--- src/rtl/imem_fetch_ctrl.sv ---
// imem_fetch_ctrl: instruction-memory fetch controller with flush squashing
//   clk, rst            : clock, synchronous active-high reset
//   pc_curr, instr_en   : PC to fetch and fetch request from IF
//   flush               : redirect; squashes any in-flight fetch
//   mem_req, mem_addr   : request valid and registered address to memory
//   mem_gnt             : memory accepted the request
//   mem_rvalid/rdata    : memory response
//   instruction         : registered fetched word (NOP after reset/flush)
//   instr_valid         : instruction is new this cycle
//   fetch_stall         : hold the PC
module imem_fetch_ctrl #(
    parameter int ADDR_W = 32,
    parameter int DATA_W = 32,
    parameter logic [DATA_W-1:0] NOP_INSTR = {DATA_W{1'b0}}
) (
    input  logic              clk,
    input  logic              rst,
    input  logic [ADDR_W-1:0] pc_curr,
    input  logic              instr_en,
    input  logic              flush,
    output logic              mem_req,
    output logic [ADDR_W-1:0] mem_addr,
    input  logic              mem_gnt,
    input  logic              mem_rvalid,
    input  logic [DATA_W-1:0] mem_rdata,
    output logic [DATA_W-1:0] instruction,
    output logic              instr_valid,
    output logic              fetch_stall
);
    localparam logic [2:0] IDLE  = 3'd0;
    localparam logic [2:0] REQ   = 3'd1;
    localparam logic [2:0] WAIT  = 3'd2;
    localparam logic [2:0] RESP  = 3'd3;
    localparam logic [2:0] DRAIN = 3'd4;
    logic [2:0]        state_q, state_d;
    logic [ADDR_W-1:0] addr_q;
    logic [DATA_W-1:0] instr_q;
    always_comb begin
        state_d = IDLE;
        case (state_q)
            IDLE:    state_d = (instr_en && !flush) ? REQ : IDLE;
            // a granted request still owes a response, so a flush then must drain it
            REQ:     state_d = mem_gnt ? (flush ? DRAIN : WAIT) : (flush ? IDLE : REQ);
            WAIT:    state_d = mem_rvalid ? (flush ? IDLE : RESP) : (flush ? DRAIN : WAIT);
            RESP:    state_d = IDLE;
            DRAIN:   state_d = mem_rvalid ? IDLE : DRAIN;
            default: state_d = IDLE;
        endcase
    end
    always_ff @(posedge clk) begin
        if (rst) begin
            state_q <= IDLE;
            addr_q  <= '0;
            instr_q <= NOP_INSTR;
        end else begin
            state_q <= state_d;
            if (state_q == IDLE && instr_en && !flush)
                addr_q <= pc_curr;
            if (flush)
                instr_q <= NOP_INSTR;
            else if (state_q == WAIT && mem_rvalid)
                instr_q <= mem_rdata;
        end
    end
    assign mem_req     = (state_q == REQ);
    assign mem_addr    = addr_q;
    assign instruction = instr_q;
    assign instr_valid = (state_q == RESP) && !flush;
    assign fetch_stall = (state_q == IDLE) ? instr_en : (state_q != RESP);
endmodule

--- config.mk ---
export PLATFORM = sky130hd
export DESIGN_NAME = imem_fetch_ctrl
export DESIGN_NICKNAME = d
export VERILOG_FILES = /design/src/rtl/imem_fetch_ctrl.sv
export SDC_FILE = /design/constraint.sdc
export NUM_CORES = 1
export LEC_CHECK = 0
export CAP_MARGIN = 25
export CORE_MARGIN = 10
export CORE_UTILIZATION = 40
export DETAILED_ROUTE_END_ITERATION = 6
export PLACE_DENSITY = 0.79
export SYNTH_ARGS = -nofsm -noshare
export SYNTH_HDL_FRONTEND = slang
export SYNTH_SLANG_ARGS = --single-unit
--- constraint.sdc ---
create_clock -name clk -period 1.77 [get_ports clk]
set_input_delay 0.177 -clock clk [delete_from_list [all_inputs] [get_ports clk]]
set_output_delay 0.177 -clock clk [all_outputs]
set_load 0.1 [all_outputs]
# Yosys cells after proc, flatten, opt, wreduce, memory -nomap -nowiden
# Index checks and enable logic that the tools add are counted.
[classes] div=0 shift=0 addsub=0 n_lt_le_gt_ge=0 n_reduce_logical=8 mul=0 muxes=9 n_eq_ne=5 n_bitwise=0
[op_table] operator="2-to-1 mux 3 bit" count=4
[op_table] operator="case mux 3 bit (4 select lines)" count=1
[op_table] operator="== test 3 x 2 -> 1 bit (second input constant)" count=2
[op_table] operator="logical AND 1 bit" count=5
[op_table] operator="== test 3 x 1 -> 1 bit (second input constant)" count=1
[op_table] operator="== test 3 bit (second input constant)" count=1
[op_table] operator="zero test 3 bit" count=1
[op_table] operator="2-to-1 mux 1 bit" count=3
[op_table] operator="!= test 3 x 2 -> 1 bit (second input constant)" count=1
[op_table] operator="2-to-1 mux 2 bit" count=1
[op_table] operator="OR reduction 2 bit" count=1
[op_table] operator="zero test 1 bit" count=1
[totals] ff_bits=67 in_bits=70 output_inout_bits=67 ramBits=0 memories=0 wordCells=25 latchBits=0 mem_bits_ro=0

# Longest topological paths before layout
# Gate-level depths: netlist of the first run.
[depth] ltp_word=4 depth_mapped=6 depth_no_buf=3

# Least setup slack after synthesis of the first run
# OpenSTA, ideal clock, no wires.
[synth_path] kind="register to output" startpoint="register state_q[1]" endpoint="output port instr_valid" path_stages_with_launch=3 setup_slack_ns=-1.891 arrival_ns=3.484 t_required_ns=1.593 path_buffers=1 path_cell_list="dfxtp_1 buf_6 nor4bb_1"
[synth_between] elab_chain_cells=2
[synth_rtl] element="start, declared" line_no="35" source="logic [2:0] state_q, state_d;"
[synth_rtl] element="start signal, assigned" line_no="56" source="state_q <= state_d;"
[synth_rtl] element="== test 3 x 2 -> 1 bit" line_no="68" source="assign instr_valid = (state_q == RESP) && !flush;"
[synth_rtl] element="logical AND 1 bit" line_no="68"
[synth_rtl] element="end, declared" line_no="27" source="output logic instr_valid,"
# Every way passes these cells.

# Worst setup path in the final report of the first run
[layout_path] startpoint="register state_q[2]" endpoint="output port instr_valid"
# The elaborated chain is that of the path after synthesis.

==> results.txt, run 1 <==
Routed len/inst - 15.9 µm
Drt drc - 0
Gr ovfl total - 0
Area Overhead vs Synth - 56.0%
Layout cell share with drive strength beyond 1 - 0.241
Final worst slack - 84.1 ps
Tmin final - 1690 ps
Worst-skew pair later-pin latency - 340 ps
Slew HR - 0.538
Post-synthesis sequential area ratio - 0.483
DR vias/cell - 5.03
CTS Root Cell - clkbuf_8
Finished Cell Area - 0.00433 mm²
First-pass GRT wire length - 13000 µm
FF/Latch Area - 0.00135 mm²
Pleak - 1.62 nW
I/O pins - 137
Core area - 0.00676 mm²
Netlist cell types - 28
Slowest cell delay on critical path - 430 ps
Core Rows - 30
Startpoint types - flop
DR iter-0 viols - 115
CTS clk-pin slew, worst paths - 70 ps
Max VDD drop - 0.000473 V
Initial antenna violation count - 0
Max FO, Critical Path - 7
H-tree depth - 3
Setup TNS - 0 ps
Area of the multi-input gates - 0.00129 mm²
CP max-delay cell - dfxtp_1
Router iterations before antenna repair - 4
GR Util met1 - 0.182
Chip width - 103 µm
Fin crit share - 0.952
HP Class - input port to flop
Worst Tran Pin Value - 693 ps
Detail Route Antenna Nets - 0
# setup viols final - 0
Clock Sinks - 67
Commonest cells after routing, fill and taps aside - buf_4 (75), clkdlybuf4s50_1 (69), nand2_1 (66), dfxtp_1 (65), nand4b_1 (33)
Gp weighted congestion - 0.767
Number of global-route vias before repair - 2615
CTS tree - built
Fill count - 582
FMAX - 0.593 GHz
Syn nets - 385
ANT cells - 0
Crit path cell chain - buf_4, nor4bb_4, buf_12
Max-cap violations - 0
Mapped Cells - 315
Final Hold Viols - 0
Required time of the critical path - 1590 ps
TritonCTS Buffers - 9
Syn Area/Cell - 8.82 µm²
Layout Nets - 513
Met2 Usage GRT - 0.239
Routed WL - 8420 µm
Min-delay src - mem_rdata[1]
Port buffer count - 136
Synth Cell Area - 0.00278 mm²
Power density cells - 884 mW/mm²
CP arrival - 1510 ps
Slew Viols, Final - 0
Worst Setup SP - state_q[2]$_SDFF_PP0_
Starting Density - 0.411
Clk buf depth - 2
Synth warn - 0
Outcome - finished clean
Setup WS pre-CTS - 11.0 ps
Met3 usage - 0.0645
Most common cell after layout, fill and taps aside - buf_4
Critical path class - flop to primary output
Vias - 2657
Dpl hpwl - 6110 µm
Dpl cell area - 0.00409 mm²
Post-synthesis sequential element count - 67
Die footprint - 0.0107 mm²
GRT Overall Usage - 0.153
RSZ-0062 raised after global routing - no
Largest net degree at the start of global routing - 54
Reg-to-Reg Start - state_q[2]$_SDFF_PP0_
Total power - 3.83 mW
Max Clock Skew - 14.1 ps
Gr busiest metal - met2
Worst Setup End Kind - primary output
DIE HEIGHT - 103 µm
[cell type report]
class,instances,area share
multi-input cells,216,0.298
clock buffers,11,0.0326
flip-flops and latches,67,0.311
clock inverters,5,0.0231
repair buffers,149,0.312
well taps,80,0.0231
[critical path: cells and delay by family (launching register included)]
kind	cells	cell delay, ps
buf+inv	2	430
flops	1	430
simple gates	1	310
[cell families (layout without fill, tap and decap cells)]
logic type             after synthesis  count (layout)  synth area share
buffers and inverters               32             165            0.0667
AND/OR/NAND/NOR                    146             146             0.307
multiplexers                         3               3            0.0113
XOR/XNOR                             1               1           0.00315
AO/OA/AOI/OAI                       66              66             0.129
flip-flops                          67              67             0.483
[cell usage after synthesis]
cell type | n | area share
buf_2 | 7 | 0.013
buf_4 | 5 | 0.014
dfxtp_1 | 67 | 0.48
a21oi_1 | 28 | 0.050
mux2_2 | 1 | 0.0041
a21oi_2 | 4 | 0.013
mux2i_1 | 2 | 0.0072
nand2_1 | 66 | 0.089
nor2b_1 | 1 | 0.0023
xnor2_1 | 1 | 0.0032
a21o_1 | 1 | 0.0027
nor3_1 | 2 | 0.0036
nand4bb_1 | 1 | 0.0041
nand2b_1 | 32 | 0.072
nand3b_1 | 1 | 0.0027
or3_1 | 2 | 0.0045
nor3b_1 | 1 | 0.0027
clkbuf_1 | 15 | 0.020
and2_1 | 1 | 0.0023
or2_2 | 1 | 0.0023
nor2_1 | 2 | 0.0027
nor4_4 | 1 | 0.0077
o21ai_1 | 30 | 0.054
buf_6 | 5 | 0.020
o21ai_0 | 2 | 0.0036
a221oi_2 | 1 | 0.0054
nand4b_1 | 33 | 0.10
nor4bb_1 | 2 | 0.0072
[metal layers]
| layer | part of all wire | up-vias |
|---|---|---|
| met5 | 0 | - |
| met4 | 0.013 | 0 |
| met3 | 0.11 | 13 |
| met2 | 0.45 | 118 |
| met1 | 0.43 | 1198 |
| li1 | - | 1328 |
[final timing paths]
kind         cells past startpoint  slack [ps]                            to
max reg2reg                      4         290         state_q[2]$_SDFF_PP0_
min reg2reg                      2         460  instruction[28]$_SDFFE_PP0P_
min                              3         380   instruction[1]$_SDFFE_PP0P_
max                              3          80                   instr_valid
[what timing repair did]
action / in CTS / in global routing
setup endpoints to repair: 2 / 1
pin swaps: 1 / 1
resized for setup: 2 / 1
hold buffers: 0 / 0
setup buffers: 1 / 0
hold endpoints to repair: 0 / 0
[metrics by stage]
stage | hold WS (ps) | cells | util
after floorplan | 313 | 315 | -
after global placement | 442 | 512 | 0.605
after detailed placement | 448 | 512 | 0.605
after CTS | 366 | 529 | 0.642
after global routing | 382 | 528 | 0.641
final | 382 | 528 | 0.641
[registers in the layout (all words and copies together) (netlist names)]
register / cells
instruction: 32
mem_addr: 32
state_q: 3
[report_power, final]
| group | switching, mW | leakage [nW] | total [mW] | internal [mW] |
|---|---|---|---|---|
| combinational | 0.449 | 0.947 | 0.716 | 0.267 |
| clock | 0.570 | 0.123 | 1.54 | 0.971 |
| sequential | 0.0269 | 0.545 | 1.57 | 1.55 |
| total | 1.05 | 1.62 | 3.83 | 2.78 |
Note: power is estimated with default switching activity, not from simulation.
==> run 2: changes to the inputs <==
Settings changed: CTS_CLUSTER_SIZE from default to 25.
==> results of run 2 <==
Same layout as run 1: the final DEF is identical, and so are final timing and power.
==> run 3: changes to the inputs <==
Settings changed: SLEW_MARGIN from default to 20.
==> results of run 3 <==
Same layout as run 1: the final DEF is identical, and so are final timing and power.
